File: src/rtl/periph_arb_pkg.sv
// Shared types and constants for the two-master peripheral bus arbiter.
// Combinational only; no latency or backpressure of its own.
package periph_arb_pkg;

    typedef enum logic [1:0] {
        IDLE = 2'b00,
        OWN0 = 2'b01,
        OWN1 = 2'b10
    } state_t;

    localparam logic M0 = 1'b0;
    localparam logic M1 = 1'b1;

    localparam logic [31:0] PERIPH_BASE = 32'h4000_0000;

endpackage

File: src/rtl/periph_bus_arbiter_pick.sv
// Winner select between two requesters: round-robin on ties, or m0 first in fixed mode.
// Purely combinational; shared by the idle-grant and release-handover paths.
module periph_arb_pick
    import periph_arb_pkg::*;
(
    input  logic i_req0,
    input  logic i_req1,
    input  logic i_last_owner,
    input  logic i_fixed,
    output logic o_vld,
    output logic o_id
);

    always_comb begin
        o_vld = i_req0 | i_req1;
        o_id  = M0;
        if (i_req1 && !i_req0) begin
            o_id = M1;
        end else if (i_req0 && i_req1) begin
            o_id = i_fixed ? M0 : ~i_last_owner;
        end
    end

endmodule

File: src/rtl/periph_bus_arbiter.sv
// Two-master peripheral bus arbiter: registered grant, combinational command mux and ack.
// Define PERIPH_ARB_FIXED_PRIO_EN for fixed m0 priority instead of round-robin.
module periph_bus_arbiter
    import periph_arb_pkg::*;
#(
    parameter int LOCK_MAX = 16,
    parameter int AW       = 32,
    parameter int DW       = 32
) (
    input  logic          clk,
    input  logic          reset,
    input  logic          m0_req,
    input  logic          m0_lock,
    input  logic          m0_rd,
    input  logic          m0_wr,
    input  logic [AW-1:0] m0_addr,
    input  logic [DW-1:0] m0_wdata,
    input  logic          m1_req,
    input  logic          m1_lock,
    input  logic          m1_rd,
    input  logic          m1_wr,
    input  logic [AW-1:0] m1_addr,
    input  logic [DW-1:0] m1_wdata,
    output logic          m0_gnt,
    output logic          m1_gnt,
    output logic          m0_ack,
    output logic          m1_ack,
    output logic [DW-1:0] m0_rdata,
    output logic [DW-1:0] m1_rdata,
    output logic          bus_rd,
    output logic          bus_wr,
    output logic [AW-1:0] bus_addr,
    output logic [DW-1:0] bus_wdata,
    input  logic [DW-1:0] bus_rdata,
    output logic [1:0]    owner
);

    localparam int CW = $clog2(LOCK_MAX) + 1;
    localparam logic [CW-1:0] CNT_LAST = CW'(LOCK_MAX - 1);
    localparam logic [CW-1:0] CNT_MAX  = CW'(LOCK_MAX);
    localparam logic [CW-1:0] CNT_ONE  = CW'(1);

`ifdef PERIPH_ARB_FIXED_PRIO_EN
    localparam logic FIXED_PRIO = 1'b1;
`else
    localparam logic FIXED_PRIO = 1'b0;
`endif

    state_t        r_state;
    state_t        w_next_state;
    logic          r_last_owner;
    logic          w_last_owner_nxt;
    logic [CW-1:0] r_lock_cnt;
    logic [CW-1:0] w_lock_cnt_nxt;

    logic          w_own_vld;
    logic          w_own_id;
    logic          w_cur_req;
    logic          w_cur_lock;
    logic          w_cur_rd;
    logic          w_cur_wr;
    logic [AW-1:0] w_cur_addr;
    logic [DW-1:0] w_cur_wdata;
    logic          w_oth_req;
    logic          w_ack;
    logic          w_bus_rd;
    logic          w_bus_wr;
    logic          w_force_ok;
    logic          w_force;
    logic          w_release;
    logic          w_pick_vld;
    logic          w_pick_id;

    assign w_own_vld   = (r_state != IDLE);
    assign w_own_id    = (r_state == OWN1);
    assign w_cur_req   = w_own_id ? m1_req   : m0_req;
    assign w_cur_lock  = w_own_id ? m1_lock  : m0_lock;
    assign w_cur_rd    = w_own_id ? m1_rd    : m0_rd;
    assign w_cur_wr    = w_own_id ? m1_wr    : m0_wr;
    assign w_cur_addr  = w_own_id ? m1_addr  : m0_addr;
    assign w_cur_wdata = w_own_id ? m1_wdata : m0_wdata;
    assign w_oth_req   = w_own_id ? m0_req   : m1_req;

    assign w_ack    = w_own_vld & w_cur_req & (w_cur_rd | w_cur_wr);
    assign w_bus_wr = w_own_vld & w_cur_req & w_cur_wr;
    assign w_bus_rd = w_own_vld & w_cur_req & w_cur_rd & ~w_cur_wr;

    // In fixed-priority mode a locked m0 is never forced out.
    assign w_force_ok = FIXED_PRIO ? w_own_id : 1'b1;
    assign w_force    = w_ack & w_cur_lock & (r_lock_cnt >= CNT_LAST) & w_oth_req & w_force_ok;
    assign w_release  = ~w_cur_req | (w_ack & ~w_cur_lock) | w_force;

    // last_owner equals the current owner while granted, so one picker serves both paths.
    periph_arb_pick u_pick (
        .i_req0       (m0_req),
        .i_req1       (m1_req),
        .i_last_owner (r_last_owner),
        .i_fixed      (FIXED_PRIO),
        .o_vld        (w_pick_vld),
        .o_id         (w_pick_id)
    );

    always_comb begin
        w_next_state     = r_state;
        w_last_owner_nxt = r_last_owner;
        w_lock_cnt_nxt   = r_lock_cnt;

        unique case (r_state)
            IDLE, OWN0, OWN1: begin
                if ((r_state == IDLE) || w_release) begin
                    if (w_pick_vld) begin
                        w_next_state = w_pick_id ? OWN1 : OWN0;
                    end else begin
                        w_next_state = IDLE;
                    end
                end
            end
            default: w_next_state = IDLE;
        endcase

        if ((w_next_state != r_state) && (w_next_state != IDLE)) begin
            w_last_owner_nxt = (w_next_state == OWN1);
        end

        if (w_next_state != r_state) begin
            w_lock_cnt_nxt = '0;
        end else if (w_ack && w_cur_lock) begin
            if (r_lock_cnt < CNT_MAX) begin
                w_lock_cnt_nxt = r_lock_cnt + CNT_ONE;
            end
        end else if (w_ack) begin
            w_lock_cnt_nxt = '0;
        end
    end

    always_ff @(posedge clk or negedge reset) begin
        if (!reset) begin
            r_state      <= IDLE;
            r_last_owner <= M1;
            r_lock_cnt   <= '0;
        end else begin
            r_state      <= w_next_state;
            r_last_owner <= w_last_owner_nxt;
            r_lock_cnt   <= w_lock_cnt_nxt;
        end
    end

    assign m0_gnt    = (r_state == OWN0);
    assign m1_gnt    = (r_state == OWN1);
    assign owner     = {w_own_vld, w_own_id};
    assign m0_ack    = w_ack & m0_gnt;
    assign m1_ack    = w_ack & m1_gnt;
    assign m0_rdata  = (m0_gnt && w_bus_rd) ? bus_rdata : '0;
    assign m1_rdata  = (m1_gnt && w_bus_rd) ? bus_rdata : '0;
    assign bus_rd    = w_bus_rd;
    assign bus_wr    = w_bus_wr;
    assign bus_addr  = w_own_vld ? w_cur_addr  : '0;
    assign bus_wdata = w_own_vld ? w_cur_wdata : '0;

endmodule

File: config.mk
export PLATFORM = sky130hd
export DESIGN_NAME = periph_bus_arbiter
export DESIGN_NICKNAME = d
export VERILOG_FILES = /design/src/rtl/periph_arb_pkg.sv /design/src/rtl/periph_bus_arbiter_pick.sv /design/src/rtl/periph_bus_arbiter.sv
export SDC_FILE = /design/constraint.sdc
export NUM_CORES = 1
export LEC_CHECK = 0
export ABC_AREA = 1
export BUFFER_PORTS_ARGS = -buffer_cell sky130_fd_sc_hd__buf_2
export CAP_MARGIN = 20
export CORE_AREA = 2 2 118 120
export CTS_CLUSTER_SIZE = 40
export DETAILED_ROUTE_END_ITERATION = 8
export DIE_AREA = 0 0 120 122
export GPL_TIMING_DRIVEN = 0
export PLACE_DENSITY_LB_ADDON = 0.25
export SETUP_SLACK_MARGIN = 0.5
export SLEW_MARGIN = 15
export SYNTH_ARGS = -nofsm -noshare
export SYNTH_HDL_FRONTEND = slang
export SYNTH_SLANG_ARGS = --single-unit
File: constraint.sdc
create_clock -name clk -period 2.4 [get_ports clk]
set_clock_uncertainty 0.05 [all_clocks]
set_input_delay 0.36 -clock clk [delete_from_list [all_inputs] [get_ports clk]]
set_output_delay 0.36 -clock clk [all_outputs]
set_load 0.01 [all_outputs]
==> impl_metrics.env, run 1 <==
export IMPL_status="completed"
export IMPL_r2r_slack_ns=0.47
export IMPL_portBuffers=305
export IMPL_arrival_ns=1.69
export IMPL_grt_setup_unrepaired="yes"
export IMPL_drive_above_1_share_pct=70.49
export IMPL_final_fill_count=1427
export IMPL_synthesis_nets=457
export IMPL_synth_top_cell_area_share_pct=32.46
export IMPL_fp_dieH_um=122
export IMPL_grt_pass1_wl_um=15540
export IMPL_initialDrtViolationCount=110
export IMPL_maxCapViolCount=0
export IMPL_clock_root_buffer="clkbuf_16"
export IMPL_clockPowerShare_pct=7.3
export IMPL_clk_pin_slew_ns=0.04
export IMPL_switching_share_pct=45.81
export IMPL_synth_top_cells_by_area="a22o_1, nor2_1, dfrtp_1"
export IMPL_hold_class="in -> async"
export IMPL_p_leak_nw=2.771
export IMPL_clk_latency_ns=0.24
export IMPL_cts_path_max_buffers=2
export IMPL_ant_nets=0
export IMPL_start_util_pct=12.79
export IMPL_maxSlewHeadroom_pct=78.25
export IMPL_rows=43
export IMPL_vdd_drop_max_mv=0.4357
export IMPL_clock_fmax_ghz=0.4751
export IMPL_yosysUniqueCellTypes=25
export IMPL_worstReg2RegStart="r_state[0]$_DFF_PN0_"
export IMPL_finalSetupViolCount=0
export IMPL_tritoncts="yes"
export IMPL_drc=0
export IMPL_startpoint="r_state[1]$_DFF_PN0_"
export IMPL_ios=306
export IMPL_synth_async_reset_ratio_pct=100.0
export IMPL_via_count=3299
export IMPL_crit_path_end_kind="output port"
export IMPL_drtPass1Iterations=5
export IMPL_grt_pass1_vias=2940
export IMPL_die_w_um=120
export IMPL_grt_max_degree=12
export IMPL_h_tree_depth=1
export IMPL_synth_edff_count=0
export IMPL_regArea_sq_um=202.7
export IMPL_yosys_area_top_type="a22o_1"
export IMPL_multi_input_area_sq_um=1513
export IMPL_areaGrowthSynthToFinish_pct=165.4
export IMPL_intPower_mw=2.160
export IMPL_avgSynthCellArea_sq_um=6.058
export IMPL_hold_viol_final=0
export IMPL_comb_power_share_pct=87.9
export IMPL_cp_start_kind="flop"
export IMPL_fin_crit_ns=2.105
export IMPL_overflow=0
export IMPL_totalWireLength_um=11610
export IMPL_ys_seq_elements=8
export IMPL_cts_sinks=8
export IMPL_power_density_nw_per_um2=869.8
export IMPL_core_area_sq_um=13500
export IMPL_drt_wirelength_per_cell_um=14.39
export IMPL_antenna_found_initial=0
export IMPL_dpl_hpwl_um=9014
export IMPL_syn_area_sq_um=1727
export IMPL_antenna_cells=0
export IMPL_ys_seq_area_share_pct=11.67
export IMPL_finalPower_mw=3.986
export IMPL_grt_use_total_pct=13.50
export IMPL_cts_made_buffers=3
export IMPL_tightest_slew_ns=0.3229
export IMPL_slew_viol_final=0
export IMPL_drt_vias_per_instance=4.088
export IMPL_min_period_over_period_pct=87.70
export IMPL_p_switching_mw=1.826
export IMPL_synth_cells=285
export IMPL_p_seq_share_pct=4.8
export IMPL_synth_top_flop_cell="dfrtp_1"
export IMPL_cp_max_fo=10
export IMPL_crit_type="reg -> out"
export IMPL_worstPathRequired_ns=1.99
export IMPL_nets=800
export IMPL_hold_ws_ns=0.4472
export IMPL_ys_warn_count=0
export IMPL_gp_congestion=0.8094
export IMPL_dieArea_sq_um=14640
[per-layer routing]
metal	wire (um)	global-route usage, %	share of wire (%)	vias to the layer above
met4	112	2.132	0.96	0
met1	4756	17.17	41	1449
met2	5903	24.40	51	202
met5	0	0	0	-
met3	839	2.107	7.2	8
li1	-	-	-	1640
[power by group through the flow]
stage                     Combinational (mW)  Clock, mW  Sequential [mW]
after detailed placement                2.47          0            0.192
after global placement                  2.49          0            0.192
after global routing                    3.76      0.305            0.194
after CTS                               3.25      0.294            0.192
after floorplan                         1.49          0            0.184
final                                   3.50      0.289            0.193
[cell families (layout without fill, tap and decap cells)]
kind of cell               after synthesis  after routing  synth area share, %
adders and majority gates                2              2                1.449
and+or+nand+nor                        127            127                32.83
AOI/OAI and AO/OA                       76             76                37.54
DFF                                      8              8                11.67
buffers and inverters                   72            414                16.52
[worst max-delay path, stage by stage (launching register included)]
cell	delay, ns
dfrtp_1	0.36
buf_6	0.14
nand2_8	0.08
clkinvlp_4	0.15
clkbuf_16	0.23
buf_8	0.15
a22o_1	0.20
buf_2	0.14
[registers in the layout, indices dropped and copies added, names as in the netlist]
register,cells
r_state,2
r_last_owner,1
r_lock_cnt,5
[synth_stat cells (4+ instances only)]
| cell type | count |
|---|---|
| nor2_1 | 70 |
| inv_1 | 45 |
| dfrtp_1 | 7 |
| nand2_1 | 27 |
| inv_2 | 4 |
| buf_2 | 6 |
| nand2_4 | 5 |
| a22o_1 | 64 |
| nand3_1 | 10 |
| clkbuf_1 | 14 |
| nand2_2 | 6 |
| nand4_1 | 4 |
| a21oi_2 | 5 |
[per-stage QoR]
step	setup WS (ns)	instances	setup TNS (ns)	cell area [sq um]	utilization (%)
after CTS	0.2861	802	0	4234	31.35
after detailed placement	-0.05562	770	-0.3693	3478	25.76
after global placement	-0.07195	770	-0.9890	3478	25.76
after floorplan	0.4784	285	0	1727	-
after global routing	0.2061	807	0	4583	33.94
final	0.2952	807	0	4583	33.94
[cells in the final DEF, fill, tap and decap left out, types with 2 or more instances in the layout]
master and instances:
a21oi_2 6, a22o_1 60, a22o_4 4, buf_16 2, buf_2 283, buf_4 22, buf_6 27, buf_8 9
clkbuf_16 10, clkbuf_4 4, clkbuf_8 4, dfrtp_1 6, ha_2 2, inv_1 44, inv_2 3, nand2_1 16
nand2_2 13, nand2_4 8, nand3_1 7, nand3_2 3, nand4_1 4, nor2_1 42, nor2_2 14, nor2_4 15
o21ai_0 2, o21ai_2 2, or2_2 2
[area by class of cell]
type,count,area share (%)
clock buffer,4,1.720
buffer,23,7.480
tap,180,4.914
inverter,49,4.204
timing repair buffer,338,44.25
multi-input combinational,205,33.01
sequential,8,4.423
[final timing paths]
check / to / cells past startpoint
setup / recovery: bus_addr[15] / 7
hold / removal: r_lock_cnt[2]$_DFFE_PN0P_ / 2
setup reg to reg: r_lock_cnt[0]$_DFFE_PN0P_ / 12
hold reg to reg: r_last_owner$_DFFE_PN1P_ / 4
max in group asynchronous: r_last_owner$_DFFE_PN1P_ / 2
min in group clk: r_last_owner$_DFFE_PN1P_ / 4
[timing repair]
item,in CTS,in global routing
gates resized for setup,105,70
pin swaps,15,13
endpoints found under the hold margin,7,0
gates cloned,8,2
endpoints found under the setup margin,139,138
buffers inserted,19,3
hold buffers,1,0
Note: power is estimated with default switching activity, not from simulation.
==> run 2, diff against run 1 <==
Settings changed: CORE_AREA 2 2 118 120 to 2 2 119 121, CTS_BUF_LIST set to sky130_fd_sc_hd__clkbuf_8, DIE_AREA 0 0 120 122 to 0 0 121 123.
==> run 2 against run 1 <==
  * Register-to-register slack gained 0.07 ns
  * Clock power fell by 43%
  * Utilization down 2.6 points
  * Critical path depth rose by 2
  * Via count is 0.12% lower
  * Setup slack lost 0.017 ns
  * Sequential share of layout area is 0.33 points higher
  * Flip-flop and latch count is the same
  * Global-route usage fell by 0.35 points
  * Count of clock-buffer cells in the layout fell by 1
  * Non-clock buffer count decreased by 2
  * Critical path type unchanged
==> impl_metrics.env, run 2 (synthesis gave the netlist of run 1 again) <==
export IMPL_dieArea_sq_um=14880
export IMPL_tightest_slew_ns=0.3787
export IMPL_cts_made_buffers=3
export IMPL_cts_path_max_buffers=2
export IMPL_drt_vias_per_instance=4.093
export IMPL_final_common_cell="buf_2"
export IMPL_largest_reg_flops=5
export IMPL_drtPass1Iterations=4
export IMPL_worstReg2RegStart="r_lock_cnt[0]$_DFFE_PN0P_"
export IMPL_reg2reg_to="r_last_owner$_DFFE_PN1P_"
export IMPL_biggestRegsByFlops="r_lock_cnt: 5 flops, r_state: 2 flops, r_last_owner: 1 flops"
export IMPL_fin_crit_ns=2.121
export IMPL_cp_start_kind="flop"
export IMPL_placed_cell_area_sq_um=3478
export IMPL_arrival_ns=1.71
export IMPL_fp_dieH_um=123
export IMPL_status="completed"
export IMPL_clock_fmax_ghz=0.4714
export IMPL_grt_max_degree=12
export IMPL_min_period_over_period_pct=88.39
export IMPL_clk_latency_ns=0.23
export IMPL_initialDrtViolationCount=92
export IMPL_finalSetupViolCount=0
export IMPL_ant_nets=0
export IMPL_dpl_hpwl_um=9263
export IMPL_drc=0
export IMPL_clock_root_buffer="clkbuf_8"
export IMPL_cp_max_fo=6
export IMPL_portBuffers=305
export IMPL_grt_pass1_wl_um=15500
export IMPL_totalWireLength_um=11670
export IMPL_final_area_sq_um=4269
export IMPL_maxCapViolCount=0
export IMPL_crit_path_end_kind="output port"
export IMPL_vdd_drop_max_mv=0.3775
export IMPL_nets=798
export IMPL_grt_use_total_pct=13.15
export IMPL_fin_ws_ns=0.2787
export IMPL_die_w_um=121
export IMPL_power_density_nw_per_um2=864.8
export IMPL_overflow=0
export IMPL_hold_viol_final=0
export IMPL_max_stage_delay_ns=0.36
export IMPL_layout_common_cells="buf_2, nor2_1, a22o_1"
export IMPL_pre_cts_slack_ns=-0.05735
export IMPL_grt_setup_unrepaired="yes"
export IMPL_top_register="r_lock_cnt"
export IMPL_h_tree_depth=1
export IMPL_r2r_cells=15
export IMPL_drive_above_1_share_pct=66.72
export IMPL_antenna_cells=0
export IMPL_path_cells="buf_6 > buf_6 > nand3_2 > nand2_2 > nor2_4 > nand2_4 > buf_4 > nor2_1 > buf_2"
export IMPL_startpoint="r_state[1]$_DFF_PN0_"
export IMPL_core_area_sq_um=13610
export IMPL_gp_congestion=0.8542
export IMPL_areaGrowthSynthToFinish_pct=147.2
export IMPL_worstPathRequired_ns=1.99
export IMPL_grt_pass1_vias=3063
export IMPL_placed_cells=770
export IMPL_rows=43
export IMPL_r2r_slack_ns=0.54
export IMPL_tritoncts="yes"
export IMPL_start_util_pct=12.68
export IMPL_antenna_found_initial=0
export IMPL_setup_tns_ns=0
export IMPL_drt_wirelength_per_cell_um=14.50
export IMPL_hold_class="in -> async"
export IMPL_slowest_stage="dfrtp_1"
export IMPL_p_leak_nw=2.721
export IMPL_crit_type="reg -> out"
export IMPL_clk_pin_slew_ns=0.04
export IMPL_slew_viol_final=0
export IMPL_final_fill_count=1494
export IMPL_crit_path_frequent_cell="buf_6"
export IMPL_cts_sinks=8
export IMPL_finalPower_mw=3.692
export IMPL_via_count=3295
export IMPL_final_cells=805
export IMPL_ios=306
export IMPL_maxSlewHeadroom_pct=74.48
run 2: worst max path at each step:
stage	to	slack, ns	cells after the start
global route	m1_rdata[21]	0.20	9
global placement	bus_wdata[21]	-0.08	7
detailed placement	bus_wdata[21]	-0.06	7
CTS	bus_wdata[19]	0.28	7
finish	m0_rdata[22]	0.28	9
floorplan	m0_rdata[10]	0.48	8
run 2: cell type report:
class	count	area (sq um)	share of cell area (%)
timing repair buffer	336	1938	45.40
multi-input combinational	205	1374	32.18
buffer	23	291.5	6.829
tap	180	225.2	5.276
sequential	8	202.7	4.748
inverter	49	192.7	4.513
clock buffer	3	41.29	0.9672
clock inverter	1	3.754	0.08793
run 2: where the power goes:
group / switching [mW] / internal [mW] / total (mW)
clock network: 0.0531 / 0.111 / 0.164
logic: 1.67 / 1.67 / 3.34
registers: 0.0219 / 0.170 / 0.192
run 2: through the flow:
step	util, %	hold slack, ns
floorplan	-	0.01441
global placement	25.55	0.1659
detailed placement	25.55	0.1708
CTS	29.57	0.4556
global route	31.36	0.4773
finish	31.36	0.4546
run 2: timing repair:
action | 4_1_cts | 5_1_grt
hold buffers | 1 | 0
gates resized for setup | 87 | 29
endpoints found under the setup margin | 139 | 140
buffers inserted | 16 | 3
endpoints found under the hold margin | 7 | 0
pin swaps | 13 | 10
gates cloned | 6 | 5
run 2: worst max-delay path: cells and delay by family (launching register included):
kind | cells | cell delay, ns
DFF | 1 | 0.36
and+or+nand+nor | 5 | 0.53
buffers and inverters | 4 | 0.58
run 2: routing by layer:
metal	up-vias	global-route usage (%)	wire length, um
li1	1634	-	-
met1	1451	16.70	4759
met2	200	24.19	5957
met3	10	1.476	841
met4	0	2.180	113
met5	-	0	0
==> run 3, diff against run 2 <==
Settings changed: RECOVER_POWER set to 50.
==> run 3 against run 2 <==
  * Utilization fell by 0.94 points
  * Critical path type unchanged
  * Largest cell class unchanged
  * First-iteration DRC count up 23%
  * Combinational power down 5%
  * Die area unchanged
  * Count of clock-buffer cells in the layout unchanged
  * Sequential power about the same
==> impl_metrics.env, run 3 (synthesis gave the netlist of run 1 again) <==
export IMPL_status="completed"
export IMPL_clock_root_buffer="clkbuf_8"
export IMPL_cts_made_buffers=3
export IMPL_antenna_found_initial=0
export IMPL_path_buf_inv=4
export IMPL_grt_use_total_pct=13.15
export IMPL_final_common_cell="buf_2"
export IMPL_maxCapViolCount=0
export IMPL_vdd_drop_max_mv=0.3745
export IMPL_finalPower_mw=3.527
export IMPL_final_cells=805
export IMPL_max_stage_delay_ns=0.43
export IMPL_power_density_nw_per_um2=851.6
export IMPL_h_tree_depth=1
export IMPL_crit_path_end_kind="output port"
export IMPL_gp_congestion=0.8542
export IMPL_antenna_cells=0
export IMPL_fin_crit_ns=2.173
export IMPL_grt_setup_unrepaired="yes"
export IMPL_start_util_pct=12.68
export IMPL_cp_start_kind="flop"
export IMPL_initialDrtViolationCount=113
export IMPL_dpl_hpwl_um=9263
export IMPL_core_area_sq_um=13610
export IMPL_clk_pin_slew_ns=0.04
export IMPL_setup_tns_ns=0
export IMPL_portBuffers=305
export IMPL_tightest_slew_ns=0.4614
export IMPL_grt_pass1_wl_um=15500
export IMPL_die_w_um=121
export IMPL_r2r_slack_ns=0.29
export IMPL_cts_path_max_buffers=2
export IMPL_cts_sinks=8
export IMPL_critPathTopFamily="buffers and inverters"
export IMPL_grt_max_degree=12
export IMPL_largest_reg_flops=5
export IMPL_final_fill_count=1529
export IMPL_slew_viol_final=0
export IMPL_grt_pass1_vias=3063
export IMPL_drt_vias_per_instance=4.084
export IMPL_hold_class="reg -> reg"
export IMPL_clock_fmax_ghz=0.4602
export IMPL_path_cells="inv_6 > buf_4 > nand3_2 > nand2_2 > nor2_4 > nand2_4 > clkbuf_1 > nor2_1 > buf_2"
export IMPL_arrival_ns=1.76
export IMPL_finalSetupViolCount=0
export IMPL_ant_nets=0
export IMPL_areaGrowthSynthToFinish_pct=139.9
export IMPL_ios=306
export IMPL_biggestRegsByFlops="r_lock_cnt: 5 flops, r_state: 2 flops, r_last_owner: 1 flops"
export IMPL_placed_cells=770
export IMPL_drt_wirelength_per_cell_um=14.49
export IMPL_top_register="r_lock_cnt"
export IMPL_clk_latency_ns=0.23
export IMPL_overflow=0
export IMPL_drtPass1Iterations=4
export IMPL_dieArea_sq_um=14880
export IMPL_via_count=3288
export IMPL_drive_above_1_share_pct=59.20
export IMPL_hold_viol_final=0
export IMPL_nets=798
export IMPL_min_period_over_period_pct=90.53
export IMPL_cp_max_fo=6
export IMPL_maxSlewHeadroom_pct=69.24
export IMPL_fp_dieH_um=123
export IMPL_rows=43
export IMPL_p_leak_nw=2.561
export IMPL_drc=0
export IMPL_crit_type="reg -> out"
export IMPL_tritoncts="yes"
export IMPL_layout_common_cells="buf_2, nor2_1, a22o_1"
export IMPL_slowest_stage="dfrtp_1"
export IMPL_worstPathRequired_ns=1.99
export IMPL_totalWireLength_um=11660
## run 3: stage by stage
stage / setup slack (ns) / area [sq um] / util (%) / hold slack (ns)
floorplan: 0.4784 / 1727 / - / 0.01441
detailed placement: -0.05735 / 3478 / 25.55 / 0.1708
global route: 0.09831 / 4141 / 30.43 / 0.5447
finish: 0.2273 / 4141 / 30.43 / 0.4852
CTS: 0.2842 / 4025 / 29.57 / 0.4556
global placement: -0.08079 / 3478 / 25.55 / 0.1659
## run 3: final timing paths
| kind | startpoint | end | cells after the start |
|---|---|---|---|
| worst max-delay path | r_state[0]$_DFF_PN0_ | m0_rdata[29] | 9 |
| worst min-delay path | r_last_owner$_DFFE_PN1P_ | r_last_owner$_DFFE_PN1P_ | 4 |
| worst max register to register | r_lock_cnt[0]$_DFFE_PN0P_ | r_last_owner$_DFFE_PN1P_ | 15 |
| worst min register to register | r_last_owner$_DFFE_PN1P_ | r_last_owner$_DFFE_PN1P_ | 4 |
| max in group asynchronous | reset | r_last_owner$_DFFE_PN1P_ | 2 |
| min in group asynchronous | reset | r_lock_cnt[2]$_DFFE_PN0P_ | 2 |
## run 3: what timing repair did
| item | 4_1_cts | 5_1_grt |
|---|---|---|
| gates cloned | 6 | 5 |
| hold buffers | 1 | 0 |
| pin swaps | 13 | 10 |
| endpoints found under the setup margin | 139 | 140 |
| hold endpoints to repair | 7 | 0 |
| resized for setup | 87 | 29 |
| setup buffers | 16 | 3 |
## run 3: cell type report
cell class	count	area [sq um]	share of cell area [%]
Timing Repair Buffer	336	1873	45.23
Buffer	23	262.8	6.344
Clock inverter	1	3.754	0.09063
Tap cell	180	225.2	5.438
Multi-Input combinational cell	205	1341	32.39
Clock buffer	3	41.29	0.9970
Sequential cell	8	201.4	4.864
Inverter	49	192.7	4.653
## run 3: where the power goes
part           switching (mW)  internal (mW)  total (mW)
sequential             0.0218          0.168       0.190
combinational            1.64           1.54        3.17
clock                  0.0536          0.111       0.164
## run 3: tightest hold or removal path, delay by kind of cell (launching register included)
kind	cells	cell delay [ns]
AO/OA/AOI/OAI	1	0.04
buffers and inverters	2	0.09
AND/OR/NAND/NOR	1	0.05
flip-flops	1	0.35
## run 3: metal layers
layer	part of all wire, %	global-route usage [%]	routed length, um	vias to the layer above
li1	-	-	-	1633
met1	40	16.70	4720	1456
met2	51	24.19	5937	191
met3	7.7	1.476	901	8
met4	0.87	2.180	101	0
met5	0	0	0	-
